`src/rtl/debounce_pkg.sv`:
```
// debounce_pkg: shared types and default constants for the debounce scheduler.
//   state_e       - scheduler FSM state encoding
//   DefaultSettle - default number of stable cycles before a key change commits
//   DefaultCntW   - default settle-timer width
package debounce_pkg;

  typedef enum logic [1:0] {
    StIdle,
    StArm,
    StSettle,
    StCommit
  } state_e;

  localparam int unsigned DefaultSettle = 4;
  localparam int unsigned DefaultCntW   = 17;

endpackage

```
`src/rtl/debounce_sched_settle_timer.sv`:
```
// settle_timer: shared settle counter for the debounce scheduler.
//   ck    - clock, rising edge
//   reset - asynchronous active-low reset
//   clr   - synchronous clear to 0 (takes effect on the next edge)
//   hit   - high while the count equals SETTLE
// The count increments every cycle and saturates at SETTLE.
module settle_timer #(
  parameter int unsigned SETTLE = debounce_pkg::DefaultSettle,
  parameter int unsigned CNT_W  = debounce_pkg::DefaultCntW
) (
  input  logic ck,
  input  logic reset,
  input  logic clr,
  output logic hit
);

  localparam logic [CNT_W-1:0] SettleVal = CNT_W'(SETTLE);

  logic [CNT_W-1:0] count_d, count_q;

  always_comb begin
    count_d = count_q;
    if (clr) begin
      count_d = '0;
    end else if (count_q != SettleVal) begin
      count_d = count_q + CNT_W'(1);
    end
  end

  always_ff @(posedge ck or negedge reset) begin
    if (!reset) begin
      count_q <= '0;
    end else begin
      count_q <= count_d;
    end
  end

  assign hit = (count_q == SettleVal);

endmodule

```
`src/rtl/debounce_sched.sv`:
```
// debounce_sched: debounces N_KEYS raw keys with a single shared settle timer.
// Keys that disagree with their committed level are served one at a time in
// round-robin order starting at ptr.
//   ck    - clock, rising edge
//   reset - asynchronous active-low reset
//   keys  - raw, bouncing key levels
//   level - debounced key levels (registered)
//   pulse - one-cycle press strobe, at most one bit set (registered)
//   busy  - high whenever the FSM is not idle
// Build option: define DEBOUNCE_SYNC_EN to pass each key through a 2-flop
// synchronizer before comparison (adds 2 cycles of latency).
module debounce_sched
  import debounce_pkg::*;
#(
  parameter int unsigned N_KEYS = 4,
  parameter int unsigned SETTLE = DefaultSettle,
  parameter int unsigned CNT_W  = DefaultCntW
) (
  input  logic              ck,
  input  logic              reset,
  input  logic [N_KEYS-1:0] keys,
  output logic [N_KEYS-1:0] level,
  output logic [N_KEYS-1:0] pulse,
  output logic              busy
);

  localparam int unsigned PtrW = (N_KEYS > 1) ? $clog2(N_KEYS) : 1;

  logic [N_KEYS-1:0] keys_s;

`ifdef DEBOUNCE_SYNC_EN
  logic [N_KEYS-1:0] sync1_q, sync2_q;

  always_ff @(posedge ck or negedge reset) begin
    if (!reset) begin
      sync1_q <= '0;
      sync2_q <= '0;
    end else begin
      sync1_q <= keys;
      sync2_q <= sync1_q;
    end
  end

  assign keys_s = sync2_q;
`else
  assign keys_s = keys;
`endif

  state_e            state_d, state_q;
  logic [PtrW-1:0]   sel_d, sel_q;
  logic [PtrW-1:0]   ptr_d, ptr_q;
  logic [N_KEYS-1:0] level_d, level_q;
  logic [N_KEYS-1:0] pulse_d, pulse_q;
  logic [N_KEYS-1:0] mismatch;
  logic [PtrW-1:0]   pick;
  logic              found;
  logic              clr;
  logic              hit;

  assign mismatch = keys_s ^ level_q;

  // Round-robin search: first mismatching key at ptr, ptr+1, ... mod N_KEYS.
  always_comb begin
    logic [PtrW-1:0] cand;
    found = 1'b0;
    pick  = '0;
    cand  = '0;
    for (int unsigned off = 0; off < N_KEYS; off++) begin
      cand = PtrW'((32'(ptr_q) + off) % N_KEYS);
      if (!found && mismatch[cand]) begin
        found = 1'b1;
        pick  = cand;
      end
    end
  end

  always_comb begin
    state_d = state_q;
    sel_d   = sel_q;
    ptr_d   = ptr_q;
    level_d = level_q;
    pulse_d = '0;
    clr     = 1'b0;
    unique case (state_q)
      StIdle: begin
        if (found) begin
          sel_d   = pick;
          state_d = StArm;
        end
      end
      StArm: begin
        clr     = 1'b1;
        state_d = StSettle;
      end
      StSettle: begin
        // Bounce back wins over a simultaneous timer hit.
        if (keys_s[sel_q] == level_q[sel_q]) begin
          state_d = StIdle;
        end else if (hit) begin
          state_d        = StCommit;
          level_d[sel_q] = ~level_q[sel_q];
          // Strobe only on press (new level 1), never on release.
          pulse_d[sel_q] = ~level_q[sel_q];
        end
      end
      StCommit: begin
        if (32'(sel_q) == N_KEYS - 1) begin
          ptr_d = '0;
        end else begin
          ptr_d = sel_q + PtrW'(1);
        end
        state_d = StIdle;
      end
      default: state_d = StIdle;
    endcase
  end

  always_ff @(posedge ck or negedge reset) begin
    if (!reset) begin
      state_q <= StIdle;
      sel_q   <= '0;
      ptr_q   <= '0;
      level_q <= '0;
      pulse_q <= '0;
    end else begin
      state_q <= state_d;
      sel_q   <= sel_d;
      ptr_q   <= ptr_d;
      level_q <= level_d;
      pulse_q <= pulse_d;
    end
  end

  settle_timer #(
    .SETTLE(SETTLE),
    .CNT_W (CNT_W)
  ) u_settle_timer (
    .ck   (ck),
    .reset(reset),
    .clr  (clr),
    .hit  (hit)
  );

  assign level = level_q;
  assign pulse = pulse_q;
  assign busy  = (state_q != StIdle);

endmodule

```
`config.mk`:
```
export PLATFORM = sky130hd
export DESIGN_NAME = debounce_sched
export DESIGN_NICKNAME = d
export VERILOG_FILES = /design/src/rtl/debounce_pkg.sv /design/src/rtl/debounce_sched_settle_timer.sv /design/src/rtl/debounce_sched.sv
export SDC_FILE = /design/constraint.sdc
export NUM_CORES = 1
export LEC_CHECK = 0
export BUFFER_PORTS_ARGS = -buffer_cell sky130_fd_sc_hd__buf_2
export CORE_ASPECT_RATIO = 1.25
export CORE_UTILIZATION = 40
export DETAILED_ROUTE_END_ITERATION = 7
export GPL_TIMING_DRIVEN = 0
export PLACE_DENSITY = 0.63
export SLEW_MARGIN = 40
export SYNTH_ARGS = -nofsm -noshare
export SYNTH_HDL_FRONTEND = slang
export SYNTH_SLANG_ARGS = --single-unit
export TNS_END_PERCENT = 100
```
`constraint.sdc`:
```
create_clock -name ck -period 3.4 [get_ports ck]
set_input_delay 0.34 -clock ck [delete_from_list [all_inputs] [get_ports ck]]
set_output_delay 0.34 -clock ck [all_outputs]
set_load 0.05 [all_outputs]
```
==> impl_metrics.ini, run 1 <==
[yosys]
synth_top_area_cell = dfrtp_1
avgSynthCellArea_um2 = 9.84
ys_ff_latch = 31
synthTopCellsByArea = dfrtp_1, xor2_1, ha_1
yosysSeqAreaShare = 0.456
syn_area_um2 = 1700
yosysMostFrequentCell = dfrtp_1
synth_edf_count = 0
synth_flop_cell = dfrtp_1
synthCells = 173
synthDistinctLibCells = 34
yosys_warnings = 0
synth_commonest_cells = dfrtp_1, nand2_1, o21ai_0, xor2_1, a21oi_1
yosys.area.top_type_share = 0.456
synth-async-reset-ratio = 1.00
synth_nets = 185

[power]
powerDensity_nw_per_um2 = 701
power_leakage_nw = 0.859
ir_worst_vdd_mv = 0.441

[cts]
htree_num_levels = 2
numCtsBuffers = 5
insertion_delay_ps = 290
cts_tree = built
cts_resized = 0
clock_path_buffers = 2
cts.sinks = 31
cts_hold_buffers = 0
clk_pin_slew_ps = 70
post_cts_buffers = 0
ctsRootBufferMaster = clkbuf_8

[setup_path]
crit_type = register to register
cp_max_fo = 6
start_kind = register
worstPathArrival_ps = 2110
ff2ff_setup_slack_ps = 1430
max_stage_delay_ps = 470
cp_data_required_time_ps = 3550
cp-end-kind = register
cp_slowest_cell = nor4_1
cp_cell_sequence = nor4_1, nand4_1, o31ai_1, o21ai_0

[cells_and_area]
area_delta_synth_final_pct = 14.1
drive_gt1_frac = 0.190
antenna_cells = 0
nets = 206
n_fill_cell = 419

[drt]
drt_first_pass_iters = 4
detail-route-antenna-nets = 0
vias = 1365
post_drt_wl_per_cell_um = 14.0
routed_via_density = 5.44
wl_um = 3520
drc = 0
drt_iter0_drc = 26

[die]
rows = 26
fp.dieW_um = 60.4
io_pins = 15
dieArea_um2 = 4520
die_y_um = 75.0
core_area_um2 = 4100
start_util = 0.415

[grt]
grt_pass1_wl_um = 5980
grt_pass1_vias = 1331
track_usage = 0.180
antenna_found_initial = 0
gr-total-overflow = 0
grt_max_degree = 32

[timing]
worstMarginPinSlew_ps = 680
fin_crit_ps = 1970
maxSlewViolCount = 0
skew_ps = 7.28
max_freq_mhz = 509
min_period_over_period = 0.578
tns_ps = 0
hold_viol = 0
setup_slack_ps = 1430
rsz0062_at_grt = false
setup_violations = 0
relSlewSlack = 0.546

[placement]
place.gp.congestion = 0.777
dp_slack_ps = 1470
dp_hpwl_um = 2640
io_buffers = 14

[run]
maxCapViolCount = 0

[outcome]
outcome = finished, final reports clean

[hold_path]
hold_path_class = input pin to asynchronous set/reset pin
## placed cells by master, fill, tap and decap left out, drive strengths merged
| cell type | count |
|---|---|
| nor2b | 4 |
| nor2 | 9 |
| nor3 | 5 |
| and2 | 1 |
| nand2 | 19 |
| xor2 | 11 |
| inv | 9 |
| dfrtp | 31 |
| nor4 | 3 |
| o31ai | 8 |
| nand2b | 7 |
| nand4 | 4 |
| and4 | 2 |
| and3 | 4 |
| ha | 6 |
| a211oi | 1 |
| mux2 | 1 |
| buf | 18 |
| clkbuf | 6 |
| or4 | 1 |
| nor4bb | 1 |
| xnor2 | 2 |
| mux4 | 2 |
| or3 | 5 |
| o21ai | 14 |
| o41ai | 1 |
| clkinvlp | 2 |
| nand3 | 6 |
| a21oi | 10 |
| mux2i | 2 |
## report_power, final
| part | total, mW | switching (mW) | internal (mW) |
|---|---|---|---|
| Clock | 0.297 | 0.151 | 0.146 |
| Combinational | 0.523 | 0.328 | 0.195 |
| Sequential | 0.542 | 0.102 | 0.440 |
## stage by stage
step / instances / power (mW) / hold slack [ps] / utilization / cell area [µm²]
after detailed placement: 243 / 1.06 / 421 / 0.450 / 1840
after global placement: 243 / 1.03 / 415 / 0.450 / 1840
after CTS: 251 / 1.36 / 106 / 0.472 / 1940
final: 251 / 1.36 / 87.2 / 0.474 / 1940
after floorplan: 173 / 0.920 / 44.4 / - / 1700
after global routing: 251 / 1.46 / 142 / 0.474 / 1940
## worst max-delay path, delay by kind of cell, from the launching register on
| family | cells | cell delay [ps] |
|---|---|---|
| compound gates | 2 | 540 |
| flops | 1 | 420 |
| simple gates | 2 | 860 |
## worst paths after layout
check,from,end,depth (start not counted)
min in group ck,keys[2],sel_q[1]$_DFFE_PN0P_,4
worst max-delay path,u_settle_timer.count_q[12]$_DFFE_PN0P_,level[0]$_DFFE_PN0P_,4
max in group asynchronous,reset,ptr_q[1]$_DFFE_PN0N_,1
worst min register to register,ptr_q[0]$_DFFE_PN0N_,ptr_q[0]$_DFFE_PN0N_,2
worst min-delay path,reset,u_settle_timer.count_q[5]$_DFFE_PN0P_,1
worst max register to register,u_settle_timer.count_q[12]$_DFFE_PN0P_,level[0]$_DFFE_PN0P_,4
## flip-flops by register name, indices dropped and copies added (netlist names)
| register | count |
|---|---|
| state_q | 2 |
| ptr_q | 2 |
| sel_q | 2 |
| u_settle_timer.count_q | 17 |
| pulse | 4 |
| level | 4 |
## final cells by class
type | count | area [µm²] | share of cell area
multi-input combinational | 129 | 871 | 0.448
sequential | 31 | 776 | 0.399
timing repair buffer | 14 | 70.1 | 0.0361
tap | 56 | 70.1 | 0.0361
clock buffer | 5 | 68.8 | 0.0354
buffer | 5 | 33.8 | 0.0174
inverter | 8 | 30.0 | 0.0155
clock inverter | 3 | 23.8 | 0.0122
## routing by layer
layer  global-route usage  vias up  part of all wire
met5                    0        -                 0
met4               0.0620        0             0.014
met3               0.0498        5             0.037
met2                0.310       28              0.53
met1                0.212      676              0.42
li1                     -      656                 -
## logic make-up (layout without fill, tap and decap cells)
group,count (synthesis),after routing,share of synthesized area
buffers and inverters,13,35,0.0375
XOR/XNOR,13,13,0.0669
multiplexers,5,5,0.0448
flip-flops,31,31,0.456
AND/OR/NAND/NOR,71,71,0.230
AO/OA/AOI/OAI,34,34,0.121
adder cells (fa/ha/maj),6,6,0.0441
(Power assumes the default switching activity.)
==> inputs of run 2 (changes only) <==
--- a/config.mk
+++ b/config.mk
@@ -5,6 +5,7 @@
 export SDC_FILE = /design/constraint.sdc
 export NUM_CORES = 1
 export LEC_CHECK = 0
+export ABC_AREA = 1
 export BUFFER_PORTS_ARGS = -buffer_cell sky130_fd_sc_hd__buf_2
 export CORE_ASPECT_RATIO = 1.25
 export CORE_UTILIZATION = 40
==> constraint.sdc (replaced) <==
create_clock -name ck -period 1.9 [get_ports ck]
set_input_delay 0.19 -clock ck [delete_from_list [all_inputs] [get_ports ck]]
set_output_delay 0.19 -clock ck [all_outputs]
set_load 0.05 [all_outputs]
==> run 2 against run 1 <==
  * Register-to-register slack got worse by 1200 ps
  * Final cell count is 37% higher
  * Non-clock buffer count fell by 2
  * Count of clock-buffer cells in the layout stayed put
  * Critical path depth increased by 6
  * First-iteration DRC count grew to 4.1 times the previous value
  * Fmax increased by 17%
  * Clock skew fell by 3.4 ps
  * Sequential power up 79%
  * Worst hold slack improved by 390 ps
  * Wire length up 12%
  * Power is 120% higher
  * Critical path type unchanged
  * Largest cell class unchanged
  * Largest power group is now combinational logic
  * Highest routed layer unchanged
==> impl_metrics.ini, run 2 <==
[timing]
max_freq_mhz = 596
maxSlewViolCount = 0
tns_ps = 0
hold_viol = 0
min_period_over_period = 0.884
fin_crit_ps = 1680
worstMarginPinSlew_ps = 681
fin_hold_ws_ps = 477
rsz0062_at_grt = false
relSlewSlack = 0.546
setup_violations = 0
skew_ps = 3.86

[yosys]
synth_top_area_cell = dfrtp_1
synth_flop_cell = dfrtp_1
avgSynthCellArea_um2 = 7.16
yosysMostFrequentCell = nand2_1
yosysSeqAreaShare = 0.412
yosys.area.top_type_share = 0.412
synthDistinctLibCells = 25
synthCells = 263
synth_nets = 275
synth-async-reset-ratio = 1.00
synth_commonest_cells = nand2_1, inv_1, nand3_1, dfrtp_1, nor2_1
syn_area_um2 = 1880
ys_ff_latch = 31
synth_edf_count = 0
synthTopCellsByArea = dfrtp_1, nand2_1, nand3_1
yosys_warnings = 0

[setup_path]
cp_max_fo = 9
cp_slowest_cell = dfrtp_1
crit_type = register to register
max_stage_delay_ps = 530
cp_cell_sequence = inv_2, nand2_1, nand3_2, nand2_4, xor2_1, nand2_2, nor2_8, nand2_1, nand2_1, nand2_1
critical_path_buf_inv_count = 1
start_kind = register
worstPathArrival_ps = 1860
cp-end-kind = register
cp_data_required_time_ps = 2080
cp_top_family = simple AND/OR/NAND/NOR gates
worst_path_most_repeated_cell = nand2_1

[placement]
place_area_um2 = 2020
dp_hpwl_um = 3000
io_buffers = 14
place.gp.congestion = 0.802

[grt]
track_usage = 0.185
grt_pass1_vias = 1768
antenna_found_initial = 0
gr-total-overflow = 0
grt_max_degree = 32
grt_pass1_wl_um = 7190

[cells_and_area]
largest_reg_flops = 17
drive_gt1_frac = 0.119
max_flop_register = u_settle_timer.count_q
final_common_cell = nand2_1
area_delta_synth_final_pct = 12.7
final_cell_mix = nand2_1, inv_1, nand3_1
nets = 297
multiInputGateArea_um2 = 932
n_fill_cell = 487
fin_area_um2 = 2120
antenna_cells = 0
seqCellArea_um2 = 776

[drt]
wl_um = 3950
post_drt_wl_per_cell_um = 11.5
detail-route-antenna-nets = 0
routed_via_density = 4.93
drt_iter0_drc = 106
drc = 0
vias = 1695
drt_first_pass_iters = 4

[cts]
post_cts_buffers = 0
htree_num_levels = 2
numCtsBuffers = 5
cts_tree = built
clk_pin_slew_ps = 70
clock_path_buffers = 2
cts.sinks = 31
ctsRootBufferMaster = clkbuf_8
insertion_delay_ps = 290

[die]
start_util = 0.422
dieArea_um2 = 4980
io_pins = 15
die_y_um = 78.7
rows = 27
core_area_um2 = 4460
fp.dieW_um = 63.4

[power]
power_leakage_nw = 1.14
switching_share = 0.492
power_frac_comb = 0.514
powerDensity_nw_per_um2 = 1430
p_int_mw = 1.54
p_clk_frac = 0.166
pwr-share-seq = 0.321
ir_worst_vdd_mv = 0.515
power.switching_mw = 1.49
p_total_mw = 3.03

[run]
maxCapViolCount = 0

[outcome]
outcome = finished, final reports clean

[hold_path]
hold_path_class = input pin to asynchronous set/reset pin
-- run 2: logic make-up (layout without fill, tap and decap cells) --
| kind of cell | after synthesis | in the layout | share of synthesized area |
|---|---|---|---|
| adder cells (fa/ha/maj) | 6 | 6 | 0.0399 |
| buffers and inverters | 46 | 69 | 0.0938 |
| flip-flops | 31 | 31 | 0.412 |
| AND/OR/NAND/NOR | 147 | 147 | 0.358 |
| XOR/XNOR | 2 | 2 | 0.00931 |
| AO/OA/AOI/OAI | 31 | 31 | 0.0871 |
-- run 2: layout make-up --
class | count | share of cell area
Clock inverter | 3 | 0.00708
Inverter | 44 | 0.0779
Clock buffer | 5 | 0.0324
Timing Repair Buffer | 15 | 0.0378
Buffer | 2 | 0.00531
Multi-Input combinational cell | 186 | 0.440
Tap cell | 58 | 0.0342
Sequential cell | 31 | 0.366
-- run 2: power by group through the flow --
stage | Clock (mW) | Sequential [mW] | Combinational, mW
after floorplan | 0 | 1.06 | 1.14
after global placement | 0 | 0.982 | 1.55
after detailed placement | 0 | 0.988 | 1.57
after CTS | 0.526 | 0.974 | 1.58
after global routing | 0.549 | 0.998 | 1.81
final | 0.502 | 0.972 | 1.56
-- run 2: routing by layer --
metal | GRT usage | part of all wire
met5 | 0 | 0
met4 | 0.0909 | 0.028
met3 | 0.0349 | 0.030
met2 | 0.349 | 0.52
met1 | 0.191 | 0.42
-- run 2: what timing repair did --
action,4_1_cts,5_1_grt
resized for setup,0,1
hold buffers,1,0
setup endpoints to repair,0,1
hold endpoints to repair,31,0
-- run 2: worst paths after layout --
kind                                                             start                                endpoint  slack, ps  cells past startpoint
worst max-delay path                              sel_q[0]$_DFFE_PN0P_                    level[2]$_DFFE_PN0P_        220                     10
max in group asynchronous                                        reset   u_settle_timer.count_q[7]$_DFFE_PN0P_        980                      2
worst max register to register                    sel_q[0]$_DFFE_PN0P_                    level[2]$_DFFE_PN0P_        220                     10
worst min-delay path                                             reset  u_settle_timer.count_q[13]$_DFFE_PN0P_        480                      2
min in group ck                 u_settle_timer.count_q[10]$_DFFE_PN0P_  u_settle_timer.count_q[10]$_DFFE_PN0P_        510                      1
worst min register to register  u_settle_timer.count_q[10]$_DFFE_PN0P_  u_settle_timer.count_q[10]$_DFFE_PN0P_        510                      1
-- run 2: metrics by stage --
step	utilization	cells	setup slack [ps]
floorplan	-	263	193
global placement	0.454	335	206
detailed placement	0.454	335	190
CTS	0.475	344	187
global route	0.476	344	13.9
finish	0.476	344	221
